<file path="config.mk">
export PLATFORM = sky130hd
export DESIGN_NAME = multi_channel_debouncer
export DESIGN_NICKNAME = d
export VERILOG_FILES = /design/src/rtl/debounce_pkg.sv /design/src/rtl/debounce_channel.sv /design/src/rtl/multi_channel_debouncer.sv
export SDC_FILE = /design/constraint.sdc
export NUM_CORES = 1
export LEC_CHECK = 0
export ABC_AREA = 1
export BUFFER_PORTS_ARGS = -buffer_cell sky130_fd_sc_hd__buf_4
export CELL_PAD_IN_SITES_DETAIL_PLACEMENT = 0
export CELL_PAD_IN_SITES_GLOBAL_PLACEMENT = 1
export CORE_MARGIN = 4
export CORE_UTILIZATION = 47
export CTS_CLUSTER_DIAMETER = 50
export DETAILED_ROUTE_END_ITERATION = 10
export PLACE_DENSITY = 0.76
export SYNTH_ARGS = -nofsm -noshare
export SYNTH_HDL_FRONTEND = slang
export SYNTH_HIERARCHICAL = 1
export SYNTH_SLANG_ARGS = --single-unit
</file>
<file path="constraint.sdc">
create_clock -name iCLK -period 1.55 [get_ports iCLK]
set_input_delay 0.31 -clock iCLK [delete_from_list [all_inputs] [get_ports iCLK]]
set_output_delay 0.31 -clock iCLK [all_outputs]
set_load 0.01 [all_outputs]
</file>
<file path="src/rtl/debounce_pkg.sv">
// debounce_pkg
//   Shared definitions for the multi-channel debouncer: mode selectors,
//   lockout-mode state encoding and the parameter range check used at
//   elaboration by the top level.
package debounce_pkg;

    localparam int DEB_MODE_STABLE  = 0;  // level follows input after a stable interval
    localparam int DEB_MODE_LOCKOUT = 1;  // accept first edge, then ignore input for an interval

    typedef enum logic {
        LK_IDLE = 1'b0,
        LK_HOLD = 1'b1
    } lockState_t;

    // Returns 1 when every parameter lies in its legal range.
    function automatic bit debParamsOk(
        input int     channels,
        input int     cntWidth,
        input longint debounceCycles,
        input int     syncStages,
        input int     mode
    );
        longint maxCycles;
        if (cntWidth < 1 || cntWidth > 62) return 1'b0;
        maxCycles = (longint'(1) << cntWidth) - 1;
        return (channels >= 1) && (syncStages >= 2) &&
               (debounceCycles >= 1) && (debounceCycles <= maxCycles) &&
               (mode == DEB_MODE_STABLE || mode == DEB_MODE_LOCKOUT);
    endfunction

endpackage

</file>
<file path="src/rtl/debounce_channel.sv">
// debounce_channel
//   One input channel: SYNC_STAGES-flop synchroniser, debounce counter,
//   stable-wait or lockout decision logic and registered edge pulses.
// Ports:
//   iCLK          clock, rising edge
//   iRST          asynchronous active-high reset
//   iIn           raw asynchronous input
//   oLEVEL        debounced level (resets to RESET_LEVEL)
//   oRISING_EDGE  one-cycle pulse when oLEVEL goes 0->1
//   oFALLING_EDGE one-cycle pulse when oLEVEL goes 1->0
//   oBUSY         debounce interval in progress
module debounce_channel
    import debounce_pkg::*;
#(
    parameter int     CNT_WIDTH       = 16,
    parameter longint DEBOUNCE_CYCLES = 64'hF00F,
    parameter int     SYNC_STAGES     = 2,
    parameter int     MODE            = DEB_MODE_STABLE,
    parameter logic   RESET_LEVEL     = 1'b0
) (
    input  logic iCLK,
    input  logic iRST,
    input  logic iIn,
    output logic oLEVEL,
    output logic oRISING_EDGE,
    output logic oFALLING_EDGE,
    output logic oBUSY
);

    localparam logic [CNT_WIDTH-1:0] TERM = CNT_WIDTH'(DEBOUNCE_CYCLES - 1);

    logic [SYNC_STAGES-1:0] syncPipe;
    logic                   s;
    logic [CNT_WIDTH-1:0]   cnt, cntNext;
    lockState_t             state, stateNext;
    logic                   levelNext, riseNext, fallNext;

    assign s = syncPipe[SYNC_STAGES-1];

    // Synchroniser and level both reset to RESET_LEVEL so that reset
    // release with a matching input never produces an event.
    always_ff @(posedge iCLK or posedge iRST) begin
        if (iRST) begin
            syncPipe      <= {SYNC_STAGES{RESET_LEVEL}};
            oLEVEL        <= RESET_LEVEL;
            oRISING_EDGE  <= 1'b0;
            oFALLING_EDGE <= 1'b0;
            cnt           <= '0;
            state         <= LK_IDLE;
        end else begin
            syncPipe      <= {syncPipe[SYNC_STAGES-2:0], iIn};
            oLEVEL        <= levelNext;
            oRISING_EDGE  <= riseNext;
            oFALLING_EDGE <= fallNext;
            cnt           <= cntNext;
            state         <= stateNext;
        end
    end

    // Accepting an edge always moves level to s; since s != level at that
    // point, s itself tells rising from falling.
    always_comb begin
        levelNext = oLEVEL;
        riseNext  = 1'b0;
        fallNext  = 1'b0;
        cntNext   = cnt;
        stateNext = state;
        if (MODE == DEB_MODE_STABLE) begin
            stateNext = LK_IDLE;
            if (s == oLEVEL) begin
                cntNext = '0;
            end else if (cnt == TERM) begin
                // terminal compare before increment: counter never wraps
                levelNext = s;
                riseNext  = s;
                fallNext  = ~s;
                cntNext   = '0;
            end else begin
                cntNext = cnt + CNT_WIDTH'(1);
            end
        end else begin
            case (state)
                LK_IDLE: begin
                    cntNext = '0;
                    if (s != oLEVEL) begin
                        levelNext = s;
                        riseNext  = s;
                        fallNext  = ~s;
                        stateNext = LK_HOLD;
                    end
                end
                LK_HOLD: begin
                    // input ignored until the hold interval expires
                    if (cnt == TERM) begin
                        cntNext   = '0;
                        stateNext = LK_IDLE;
                    end else begin
                        cntNext = cnt + CNT_WIDTH'(1);
                    end
                end
                default: stateNext = LK_IDLE;
            endcase
        end
    end

    assign oBUSY = (MODE == DEB_MODE_STABLE) ? (cnt != '0) : (state == LK_HOLD);

endmodule

</file>
<file path="src/rtl/multi_channel_debouncer.sv">
// multi_channel_debouncer
//   CHANNELS independent debounce channels plus a summary event flag.
// Ports:
//   iCLK          clock, rising edge
//   iRST          asynchronous active-high reset
//   iIn           raw asynchronous inputs, one per channel
//   oLEVEL        debounced levels
//   oRISING_EDGE  per-channel one-cycle rising pulses
//   oFALLING_EDGE per-channel one-cycle falling pulses
//   oBUSY         per-channel debounce interval in progress
//   oANY_EVENT    OR of all rising and falling pulses (no added latency)
module multi_channel_debouncer
    import debounce_pkg::*;
#(
    parameter int     CHANNELS        = 4,
    parameter int     CNT_WIDTH       = 16,
    parameter longint DEBOUNCE_CYCLES = 64'hF00F,
    parameter int     SYNC_STAGES     = 2,
    parameter int     MODE            = DEB_MODE_STABLE,
    parameter logic   RESET_LEVEL     = 1'b0
) (
    input  logic                iCLK,
    input  logic                iRST,
    input  logic [CHANNELS-1:0] iIn,
    output logic [CHANNELS-1:0] oLEVEL,
    output logic [CHANNELS-1:0] oRISING_EDGE,
    output logic [CHANNELS-1:0] oFALLING_EDGE,
    output logic [CHANNELS-1:0] oBUSY,
    output logic                oANY_EVENT
);

    generate
        if (!debParamsOk(CHANNELS, CNT_WIDTH, DEBOUNCE_CYCLES, SYNC_STAGES, MODE)) begin : gParamErr
            $error("multi_channel_debouncer: parameter out of range");
        end
    endgenerate

    genvar i;
    generate
        for (i = 0; i < CHANNELS; i++) begin : gCh
            debounce_channel #(
                .CNT_WIDTH      (CNT_WIDTH),
                .DEBOUNCE_CYCLES(DEBOUNCE_CYCLES),
                .SYNC_STAGES    (SYNC_STAGES),
                .MODE           (MODE),
                .RESET_LEVEL    (RESET_LEVEL)
            ) uCh (
                .iCLK         (iCLK),
                .iRST         (iRST),
                .iIn          (iIn[i]),
                .oLEVEL       (oLEVEL[i]),
                .oRISING_EDGE (oRISING_EDGE[i]),
                .oFALLING_EDGE(oFALLING_EDGE[i]),
                .oBUSY        (oBUSY[i])
            );
        end
    endgenerate

    assign oANY_EVENT = |(oRISING_EDGE | oFALLING_EDGE);

endmodule

</file>
**After elaboration in Yosys (flattened, before gate mapping)**

Index checks and enable logic that the tools add are counted.

- Output and inout bits: 17
- Input port bits: 6
- Logic and storage cells: 74
- Bits in registers: 84

- Bitwise gates (word level): 9
- Equal/unequal tests: 8
- $add $sub $neg: 4
- Mux-type cells: 24
- Reductions and logical operators: 9

Operators by type and width:

| operator | number |
|---|---|
| 16-bit 2-to-1 mux | 8 |
| 16-bit by 1-bit adder with 16-bit output (second input constant) | 4 |
| 16-bit equality test (second input constant) | 4 |
| 16-bit nonzero test | 4 |
| 1-bit 2-to-1 mux | 16 |
| 1-bit NOT | 8 |
| 2-bit AND reduction | 4 |
| 1-bit equality test | 4 |
| 4-bit bitwise OR | 1 |
| 4-bit OR reduction | 1 |

**Depth between registers and ports, before layout**

Gate-level depths: netlist of the first run.

- Word-level depth: 3
- Mapped depth: 7
- Mapped depth without buffers: 7

**By module**

Netlist of the first run, hierarchy kept.

Modules (own cells, without submodules):

| module | cells an instance | sequential area each (sq um) | times used | area each (sq um) |
|---|---|---|---|---|
| debounce_channel | 141 | 525.5 | 4 | 1179.9 |
| multi_channel_debouncer | 15 | 0.0 | 1 | 56.3 |

**Worst setup path after synthesis of the first run**

OpenSTA, ideal clock, no wires.

- Kind: register to output
- Start point: register gCh[0].uCh.cnt[0]
- End point: output port oBUSY[0]
- Stages on the path, launching flop included: 6
- Setup slack: 263 ps
- Path buffers: 0
- Required time: 1240 ps
- Arrival time: 977 ps
- Path through: dfrtp_1 inv_1 ha_1 nand3_1 nor4_1 nand2_1

- Cells in the longest elaborated chain, start to end: 1

RTL lines:

| item | RTL line | source |
|---|---|---|
| start: declaration | debounce_channel.sv:34 | `logic [CNT_WIDTH-1:0] cnt, cntNext;` |
| start signal: assignment | debounce_channel.sv:55 | `cnt <= cntNext;` |
| 16-bit nonzero test | debounce_channel.sv:106 | `assign oBUSY = (MODE == DEB_MODE_STABLE) ? (cnt != '0) : (state == LK_HOLD);` |
| end: declaration | multi_channel_debouncer.sv:28 | `output logic [CHANNELS-1:0] oBUSY,` |

Every way passes these cells.

**Worst setup path after layout of the first run**

- Start point: register gCh[0].uCh.cnt[1]
- End point: output port oBUSY[0]

Same word-level chain as after synthesis.

==> impl_metrics.csv, run 1 <==
group,metric,value,unit
clocking,htreeDepth,3,
timing,hold_viol,0,
clocking,cts_buffers,9,
drt,vias_per_cell,4.875,
clocking,clk_pin_slew_worst_paths,90,ps
critical_path,r2r.worst_path.cells,8,
clocking,clkLatencyLatePin,360,ps
timing,min_period_over_period,114.6,%
min_path,hold_depth,1,
logic_synthesis,synth_cell_type_count,24,
timing,clock_skew,7.664,ps
status,violations,"negative setup slack",
layout,num_antenna_cells,0,
grt,grt_pass1_wl,17790,um
logic_synthesis,avgSynthCellArea,8.248,sq um
critical_path,rr_endpoint,"gCh[0].uCh/cnt[15]$_DFF_PP0_",
layout,layout.nets,659,
logic_synthesis,postSynthCellCount,579,
floorplanning,core_area,9819,sq um
logic_synthesis,yosysWarningCount,6,
floorplanning,die_w,108.8,um
place,dpl_worst_slack,92.81,ps
layout,instances_no_fill,779,
layout,layout-drive-gt1-share,28.48,%
place,port_buffers,22,
grt,grt_pass1_vias,3720,
place,place_inst,745,
timing,max_freq,563.1,MHz
critical_path,endpoint_kind,"output port",
logic_synthesis,yosysSeqAreaShare,44.01,%
drt,wl_per_cell,13.39,um
logic_synthesis,syn_nets,597,
min_path,hold_class,"in -> reg",
floorplanning,rows,36,
grt,grt_max_degree,22,
grt,overflow,0,
power,ir_drop,0.3946,mV
place,place.gp.congestion,0.8245,
timing,rsz0062_at_grt,"yes",
grt,antenna_found_initial,0,
drt,postRouteAntennaNets,0,
critical_path,path_class,"reg -> out",
timing,tightest_slew,448.5,ps
floorplanning,die-area,11840,sq um
logic_synthesis,synth.cell_area,4776,sq um
critical_path,cp.required,1240,ps
floorplanning,io_pins,23,
clocking,cts_sinks,84,
clocking,clockBufferDepth,2,
grt,track_usage,19.12,%
drt,drt_wl_total,10430,um
status,status,"finished, violations left",
drt,firstDrtPassIters,4,
floorplanning,start_util,48.64,%
drt,vias,3798,
timing,period_needed,1776,ps
drt,drt_iter0_drc,143,
clocking,cts_tree,"yes",
critical_path,start_kind,"flop",
drt,drc,0,
min_path,hold_start,"iIn[1]",
timing,slew_violations,0,
clocking,cts_root_buf,"clkbuf_8",
power,power_density,762.1,nW/um^2
critical_path,r2r_start,"gCh[0].uCh/cnt[1]$_DFF_PP0_",
power,total_leakage_power,0.002776,uW
critical_path,cp.arrival,1470,ps
logic_synthesis,ys_seq_elements,84,
timing,maxSlewHeadroom,70.10,%
critical_path,crit_fanout,2,
run,drv_cap,0,
critical_path,rrSetupSlack,50,ps
floorplanning,fp.dieH,108.8,um
place,hpwl,7399,um
layout,syn2layout_area_growth,20.43,%
min_path,holdPathEnd,"gCh[1].uCh/syncPipe[0]$_DFF_PP0_",
timing,setup_viol,4,
timing,setup_ws,-225.8,ps
## repair_timing
item / CTS / global route
hold buffers: 1 / 0
gates resized for setup: 12 / 36
endpoints found under the hold margin: 5 / 0
endpoints found under the setup margin: 5 / 26
pin swaps: 3 / 12
setup buffers: 11 / 10
cloned: 0 / 1
## flip-flops by register name (all words and copies together), names as in the netlist
register               flops
gCh.uCh/oFALLING_EDGE      4
gCh.uCh/oRISING_EDGE       4
gCh.uCh/oLEVEL             4
gCh.uCh/syncPipe           8
gCh.uCh/cnt               64
## power breakdown
| part | switching (uW) | total (uW) | internal (uW) | leakage (uW) |
|---|---|---|---|---|
| Clock | 839 | 1730 | 886 | 0.000109 |
| Sequential | 37.6 | 2260 | 2220 | 0.00114 |
| Combinational | 224 | 396 | 172 | 0.00152 |
## cells by family (layout without fill, tap and decap cells)
group                    count (synthesis)  count (layout)  share of synthesized area (%)
AND/OR/NAND/NOR                        347             348                          37.44
flip-flops                              84              84                          44.01
buffers and inverters                   84             150                          6.916
XOR/XNOR                                32              32                          5.869
AO/OA/AOI/OAI                           20              20                          2.620
adder cells (fa/ha/maj)                 12              12                          3.144
## metrics by stage
| step | power [uW] | cell area [sq um] | setup TNS, ps | utilization, % | hold slack, ps |
|---|---|---|---|---|---|
| after detailed placement | 2615 | 5190 | 0 | 52.85 | 214.6 |
| after global placement | 2609 | 5190 | 0 | 52.85 | 211.0 |
| after CTS | 4413 | 5538 | -1890 | 56.40 | 28.89 |
| final | 4383 | 5752 | -785.3 | 58.58 | 52.30 |
| after floorplan | 2508 | 4776 | 0 | - | 286.5 |
| after global routing | 4576 | 5752 | -1378 | 58.58 | 26.90 |
## per-layer routing
| layer | vias up | wire length [um] | global-route usage, % |
|---|---|---|---|
| met5 | - | 0 | 0 |
| met4 | 0 | 150 | 5.771 |
| met3 | 11 | 345 | 3.671 |
| met2 | 62 | 5020 | 31.42 |
| met1 | 1782 | 4912 | 25.70 |
| li1 | 1943 | - | - |
## area by class of cell
class,instances,area (sq um)
clock inverters,4,55.05
inverters,80,300.3
clock buffers,12,165.2
fillers,932,4068
well taps,133,166.4
repair buffers,54,430.4
flip-flops and latches,84,2103
multi-input cells,412,2531
## cells in the mapped netlist
cell type | n | area share (%)
nor3_2 | 12 | 2.5
nand3_1 | 44 | 4.6
nor4_1 | 4 | 0.52
o21ai_2 | 4 | 0.73
nand2_2 | 8 | 1.0
nand3_2 | 8 | 1.7
nor3b_2 | 4 | 1.0
xnor2_1 | 12 | 2.2
nor2_1 | 114 | 9.0
inv_2 | 4 | 0.31
ha_1 | 12 | 3.1
dfrtp_1 | 84 | 44
o21ai_1 | 4 | 0.42
nand4_1 | 12 | 1.6
inv_1 | 76 | 6.0
or2_1 | 4 | 0.52
nor2_2 | 36 | 4.7
buf_4 | 4 | 0.63
a31oi_1 | 8 | 1.0
a21oi_1 | 4 | 0.42
nand2_1 | 89 | 7.0
nand2_4 | 8 | 1.9
xor2_1 | 20 | 3.7
nor3_4 | 4 | 1.4
## worst max-delay path: stages, from the launching register on
cell and delay [ps]:
dfrtp_1 410, inv_2 80, ha_4 130, nand3_2 60, nor4_1 170, nand2_1 120, buf_6 140
## worst max-delay path by stage
stage	start	to	depth (start not counted)
2_1_floorplan	gCh[0].uCh/cnt[0]$_DFF_PP0_	oBUSY[0]	5
3_3_place_gp	gCh[1].uCh/cnt[0]$_DFF_PP0_	oBUSY[1]	6
3_5_place_dp	gCh[1].uCh/cnt[0]$_DFF_PP0_	oBUSY[1]	6
4_1_cts	gCh[0].uCh/cnt[1]$_DFF_PP0_	oBUSY[0]	6
5_1_grt	gCh[2].uCh/cnt[0]$_DFF_PP0_	oBUSY[2]	6
6_report	gCh[0].uCh/cnt[1]$_DFF_PP0_	oBUSY[0]	6
## placed cells by master (no fill, tap or decap), types with 10 or more instances in the layout
| master | n |
|---|---|
| nand2_2 | 12 |
| nand3_1 | 39 |
| nand3_2 | 10 |
| xor2_1 | 20 |
| nor2_1 | 111 |
| nor2_2 | 34 |
| dfrtp_1 | 83 |
| inv_1 | 69 |
| nand2_1 | 86 |
| nand4_1 | 12 |
| xnor2_1 | 12 |
| inv_2 | 11 |
| buf_4 | 47 |
| clkbuf_8 | 12 |
No activity file was read; power rests on OpenSTA's default activity.
==> run 2, diff against run 1 <==
Settings changed: BUFFER_PORTS_ARGS -buffer_cell sky130_fd_sc_hd__buf_4 to default, CORE_UTILIZATION 47 to 48, DONT_BUFFER_PORTS from default to 1, PLACE_DENSITY 0.76 to 0.75.
==> run 2 against run 1 <==
Net effect:
- the run still ends with negative setup slack left
- global-route usage up 0.31 points
- clock power up 3%
- sequential power about the same
- fmax up 4.9%
- non-clock buffer count down 18
- via count down 1.4%
- first-iteration DRC count up 8.4%
- worst hold slack better by 300 ps
- register-to-register slack worse by 70 ps
- die area down 1.9%
- routed wire length up 1.2%
- total power up 1.1%
- largest cell class unchanged
- largest power group unchanged
==> impl_metrics.csv, run 2 (synthesis results as in run 1) <==
group,metric,value,unit
place,hpwl,7241,um
min_path,hold_class,"reg -> reg",
drt,drt_wl_total,10550,um
drt,drt_iter0_drc,155,
status,status,"finished, violations left",
grt,grt_max_degree,22,
clocking,cts_root_buf,"clkbuf_8",
clocking,clkLatencyLatePin,360,ps
layout,layout.nets,643,
grt,grt_pass1_vias,3714,
critical_path,crit_fanout,2,
layout,finalInstanceArea,5757,sq um
layout,final_common_cell,"nor2_1",
timing,clock_skew,10.22,ps
timing,setup_viol,9,
power,ir_drop,0.5153,mV
floorplanning,core_area,9729,sq um
floorplanning,start_util,49.09,%
timing,tightest_slew,396.7,ps
timing,slew_violations,0,
place,dpl_worst_slack,109.1,ps
clocking,cts_buffers,9,
drt,vias,3744,
critical_path,cp.required,1240,ps
power,power_density,769.7,nW/um^2
grt,grt_use_met1,26.86,%
clocking,clockBufferDepth,2,
critical_path,start_kind,"flop",
timing,period_needed,1693,ps
timing,hold_viol,0,
layout,top_regs,"gCh.uCh/cnt x64, gCh.uCh/syncPipe x8",
place,place.gp.congestion,0.8142,
timing,max_freq,590.7,MHz
timing,holdWs,355.5,ps
critical_path,cp.arrival,1380,ps
clocking,htreeDepth,3,
grt,grtUsageMet3,2.639,%
grt,busiest_layer,"met2",
grt,grt_pass1_wl,17810,um
grt,track_usage,19.43,%
critical_path,endpoint_kind,"output port",
layout,layout_common_cells,"nor2_1, nand2_1, dfrtp_1",
critical_path,path_class,"reg -> out",
drt,vias_per_cell,4.913,
grt,use_met2,31.22,%
drt,drc,0,
floorplanning,die-area,11610,sq um
layout,largest_reg_flops,64,
place,port_buffers,0,
floorplanning,rows,36,
clocking,cts_sinks,84,
grt,overflow,0,
drt,postRouteAntennaNets,0,
run,drv_cap,0,
layout,num_antenna_cells,0,
status,violations,"negative setup slack",
clocking,clk_pin_slew_worst_paths,90,ps
timing,rsz0062_at_grt,"yes",
drt,firstDrtPassIters,5,
timing,maxSlewHeadroom,73.55,%
layout,top_register,"gCh.uCh/cnt",
floorplanning,fp.dieH,107.7,um
floorplanning,io_pins,23,
timing,min_period_over_period,109.2,%
layout,syn2layout_area_growth,20.54,%
layout,layout-drive-gt1-share,28.78,%
grt,antenna_found_initial,0,
drt,wl_per_cell,13.84,um
timing,setup_ws,-142.9,ps
clocking,cts_tree,"yes",
layout,fin_util,59.17,%
floorplanning,die_w,107.7,um
power,total_leakage_power,0.002658,uW
place,dpl_cell_area,4957,sq um
## run 2: what timing repair did
action,in CTS,in global routing
setup buffers,21,15
hold buffers,5,0
hold endpoints to repair,88,0
endpoints found under the setup margin,4,49
gates cloned,0,3
resized for setup,25,50
pin swaps,12,20
## run 2: where the power goes
part | internal [uW] | total (uW) | leakage [uW] | switching (uW)
logic | 161 | 385 | 0.00141 | 224
clock network | 985 | 1780 | 0.000111 | 798
registers | 2220 | 2260 | 0.00113 | 38.8
## run 2: final cells by class
class | instances | area, sq um
Inverter | 80 | 300.3
Clock buffer | 11 | 151.4
Clock inverter | 4 | 72.57
Fill cell | 858 | 3973
Timing Repair Buffer | 36 | 301.5
Multi-Input combinational cell | 414 | 2654
Tap cell | 133 | 166.4
Sequential cell | 84 | 2111
## run 2: worst paths after layout
check	start	to	slack, ps	cells past startpoint
max	gCh[0].uCh/cnt[0]$_DFF_PP0_	oBUSY[0]	-140	6
min	gCh[2].uCh/syncPipe[0]$_DFF_PP0_	gCh[2].uCh/syncPipe[1]$_DFF_PP0_	360	0
max reg2reg	gCh[0].uCh/cnt[0]$_DFF_PP0_	gCh[0].uCh/cnt[2]$_DFF_PP0_	-20	9
min reg2reg	gCh[2].uCh/syncPipe[0]$_DFF_PP0_	gCh[2].uCh/syncPipe[1]$_DFF_PP0_	360	0
max in group asynchronous	iRST	gCh[2].uCh/cnt[3]$_DFF_PP0_	800	3
min in group asynchronous	iRST	gCh[1].uCh/cnt[8]$_DFF_PP0_	490	3
## run 2: through the flow
step                instances  total power (uW)  setup TNS (ps)
detailed placement        714              2565               0
CTS                       755              4468           -2955
global placement          714              2559               0
finish                    762              4431          -539.5
floorplan                 579              2508               0
global route              762              4640           -1667
## run 2: routing by layer
layer / share of wire [%] / up-vias
met1: 47 / 1770
li1: - / 1911
met5: 0 / -
met4: 1.6 / 0
met2: 48 / 52
met3: 3.7 / 11
## run 2: worst max-delay path: stages (launching register included)
cell     delay (ps)
dfrtp_1         400
inv_2            80
buf_6            90
ha_4            110
nand3_2          70
nor4_2          130
nand2_1         140
==> run 3, diff against run 2 <==
Settings changed: SKIP_LAST_GASP from default to 1.
==> run 3 against run 2 <==
Net effect:
- register-to-register slack lost 70 ps
- die area unchanged
- the flow still finishes with violations (negative setup slack)
- cell count is 0.52% higher
==> impl_metrics.csv, run 3 (synthesis results as in run 1) <==
group,metric,value,unit
status,status,"finished, violations left",
status,violations,"negative setup slack",
clocking,clockBufferDepth,2,
power,sequentialPowerShare,50.9,%
clocking,cts_tree,"yes",
floorplanning,die_w,107.7,um
floorplanning,start_util,49.09,%
critical_path,crit_fanout,2,
power,comb_power_share,9.1,%
min_path,hold_class,"reg -> reg",
grt,grt_pass1_wl,17810,um
floorplanning,fp.dieH,107.7,um
power,total_leakage_power,0.002697,uW
layout,top_regs,"gCh.uCh/cnt x64, gCh.uCh/syncPipe x8",
timing,hold_viol,0,
drt,wl_per_cell,14.01,um
place,port_buffers,0,
place,hpwl,7241,um
layout,syn2layout_area_growth,21.93,%
clocking,clk_pin_slew_worst_paths,90,ps
timing,tightest_slew,468.6,ps
min_path,hold_start,"gCh[2].uCh/syncPipe[0]$_DFF_PP0_",
layout,top_register,"gCh.uCh/cnt",
layout,multi_input_area,2691,sq um
clocking,cts_root_buf,"clkbuf_8",
timing,min_period_over_period,109.2,%
timing,max_freq,590.6,MHz
drt,postRouteAntennaNets,0,
power,power_density,765.0,nW/um^2
layout,layout-drive-gt1-share,29.70,%
layout,fin_util,59.85,%
power,p_int,3382,uW
critical_path,start_kind,"flop",
critical_path,cp.arrival,1380,ps
layout,nFillCells,846,
layout,largest_reg_flops,64,
drt,drt_iter0_drc,184,
grt,track_usage,19.45,%
timing,setup_ws,-143.1,ps
timing,slew_violations,0,
layout,layout.nets,647,
timing,maxSlewHeadroom,68.76,%
drt,vias,3798,
floorplanning,core_area,9729,sq um
drt,drt_wl_total,10730,um
run,drv_cap,0,
power,ir_drop,0.5152,mV
grt,grt_pass1_vias,3715,
critical_path,r2r_start,"gCh[2].uCh/cnt[0]$_DFF_PP0_",
layout,seq_area,2110,sq um
floorplanning,rows,36,
place,place.gp.congestion,0.8142,
critical_path,cp.required,1240,ps
grt,antenna_found_initial,0,
timing,setup_viol,20,
power,power_frac_clock,40.1,%
critical_path,worstSetupStartpoint,"gCh[3].uCh/cnt[0]$_DFF_PP0_",
layout,layout_common_cells,"nor2_1, nand2_1, dfrtp_1",
clocking,cts_buffers,9,
grt,overflow,0,
floorplanning,die-area,11610,sq um
min_path,hold_depth,0,
power,switching_share,24.09,%
clocking,clkLatencyLatePin,360,ps
critical_path,endpoint_kind,"output port",
power,power.switching,1073,uW
critical_path,r2r.worst_path.cells,9,
timing,period_needed,1693,ps
grt,grt_max_degree,22,
clocking,htreeDepth,3,
layout,final_common_cell,"nor2_1",
drt,vias_per_cell,4.958,
drt,firstDrtPassIters,5,
drt,drc,0,
timing,holdWs,355.2,ps
layout,num_antenna_cells,0,
timing,rsz0062_at_grt,"yes",
floorplanning,io_pins,23,
timing,clock_skew,7.994,ps
critical_path,path_class,"reg -> out",
clocking,cts_sinks,84,
-- run 3: cell count changes in the layout (fill, tap and decap cells not counted), sizes merged --
cell	before	now
buf	31	35
-- run 3: path summary, 6_finish.rpt --
kind	end	slack, ps
max	oBUSY[3]	-140
min	gCh[2].uCh/syncPipe[1]$_DFF_PP0_	360
max reg2reg	gCh[2].uCh/cnt[3]$_DFF_PP0_	-90
min reg2reg	gCh[2].uCh/syncPipe[1]$_DFF_PP0_	360
max in group asynchronous	gCh[2].uCh/cnt[3]$_DFF_PP0_	800
min in group asynchronous	gCh[1].uCh/cnt[8]$_DFF_PP0_	490
-- run 3: layout make-up --
type / count / share of cell area [%]
multi-input combinational: 414 / 46.22
sequential: 84 / 36.23
timing repair buffer: 40 / 5.694
inverter: 80 / 5.157
tap: 133 / 2.858
clock buffer: 11 / 2.600
clock inverter: 4 / 1.246
-- run 3: repair_timing --
item                                    4_1_cts  5_1_grt
endpoints found under the setup margin        4       49
hold endpoints to repair                     88        0
hold buffers                                  5        0
cloned                                        0        3
resized for setup                            21       59
pin swaps                                    10       31
buffers inserted                             21       17
-- run 3: power by group through the flow --
stage                     sequential (uW)  combinational, uW  clock, uW
after detailed placement             2320                245          0
after global placement               2320                242          0
after floorplan                      2310                200          0
after global routing                 2270                452       1940
after CTS                            2260                361       1840
final                                2270                404       1780
-- run 3: per-stage QoR --
stage	area [sq um]	setup WS, ps	total power [uW]	setup TNS [ps]	std cells
2_1_floorplan	4776	263.1	2508	0	579
3_3_place_gp	4957	143.9	2559	0	714
3_5_place_dp	4957	109.1	2565	0	714
4_1_cts	5464	-161.1	4466	-3792	755
5_1_grt	5823	-240.1	4667	-3142	766
6_report	5823	-143.1	4455	-1160	766
-- run 3: critical path, cell delays in order (launching register included) --
cell	delay (ps)
dfrtp_1	400
inv_2	60
buf_4	110
ha_4	130
nand3_4	80
nor4_4	150
nand2_2	100
-- run 3: layer usage --
| metal | up-vias | GRT usage [%] | wire length (um) |
|---|---|---|---|
| li1 | 1916 | - | - |
| met1 | 1800 | 26.93 | 4944 |
| met2 | 69 | 31.17 | 5178 |
| met3 | 13 | 2.639 | 424 |
| met4 | 0 | 7.033 | 183 |
| met5 | - | 0 | 0 |
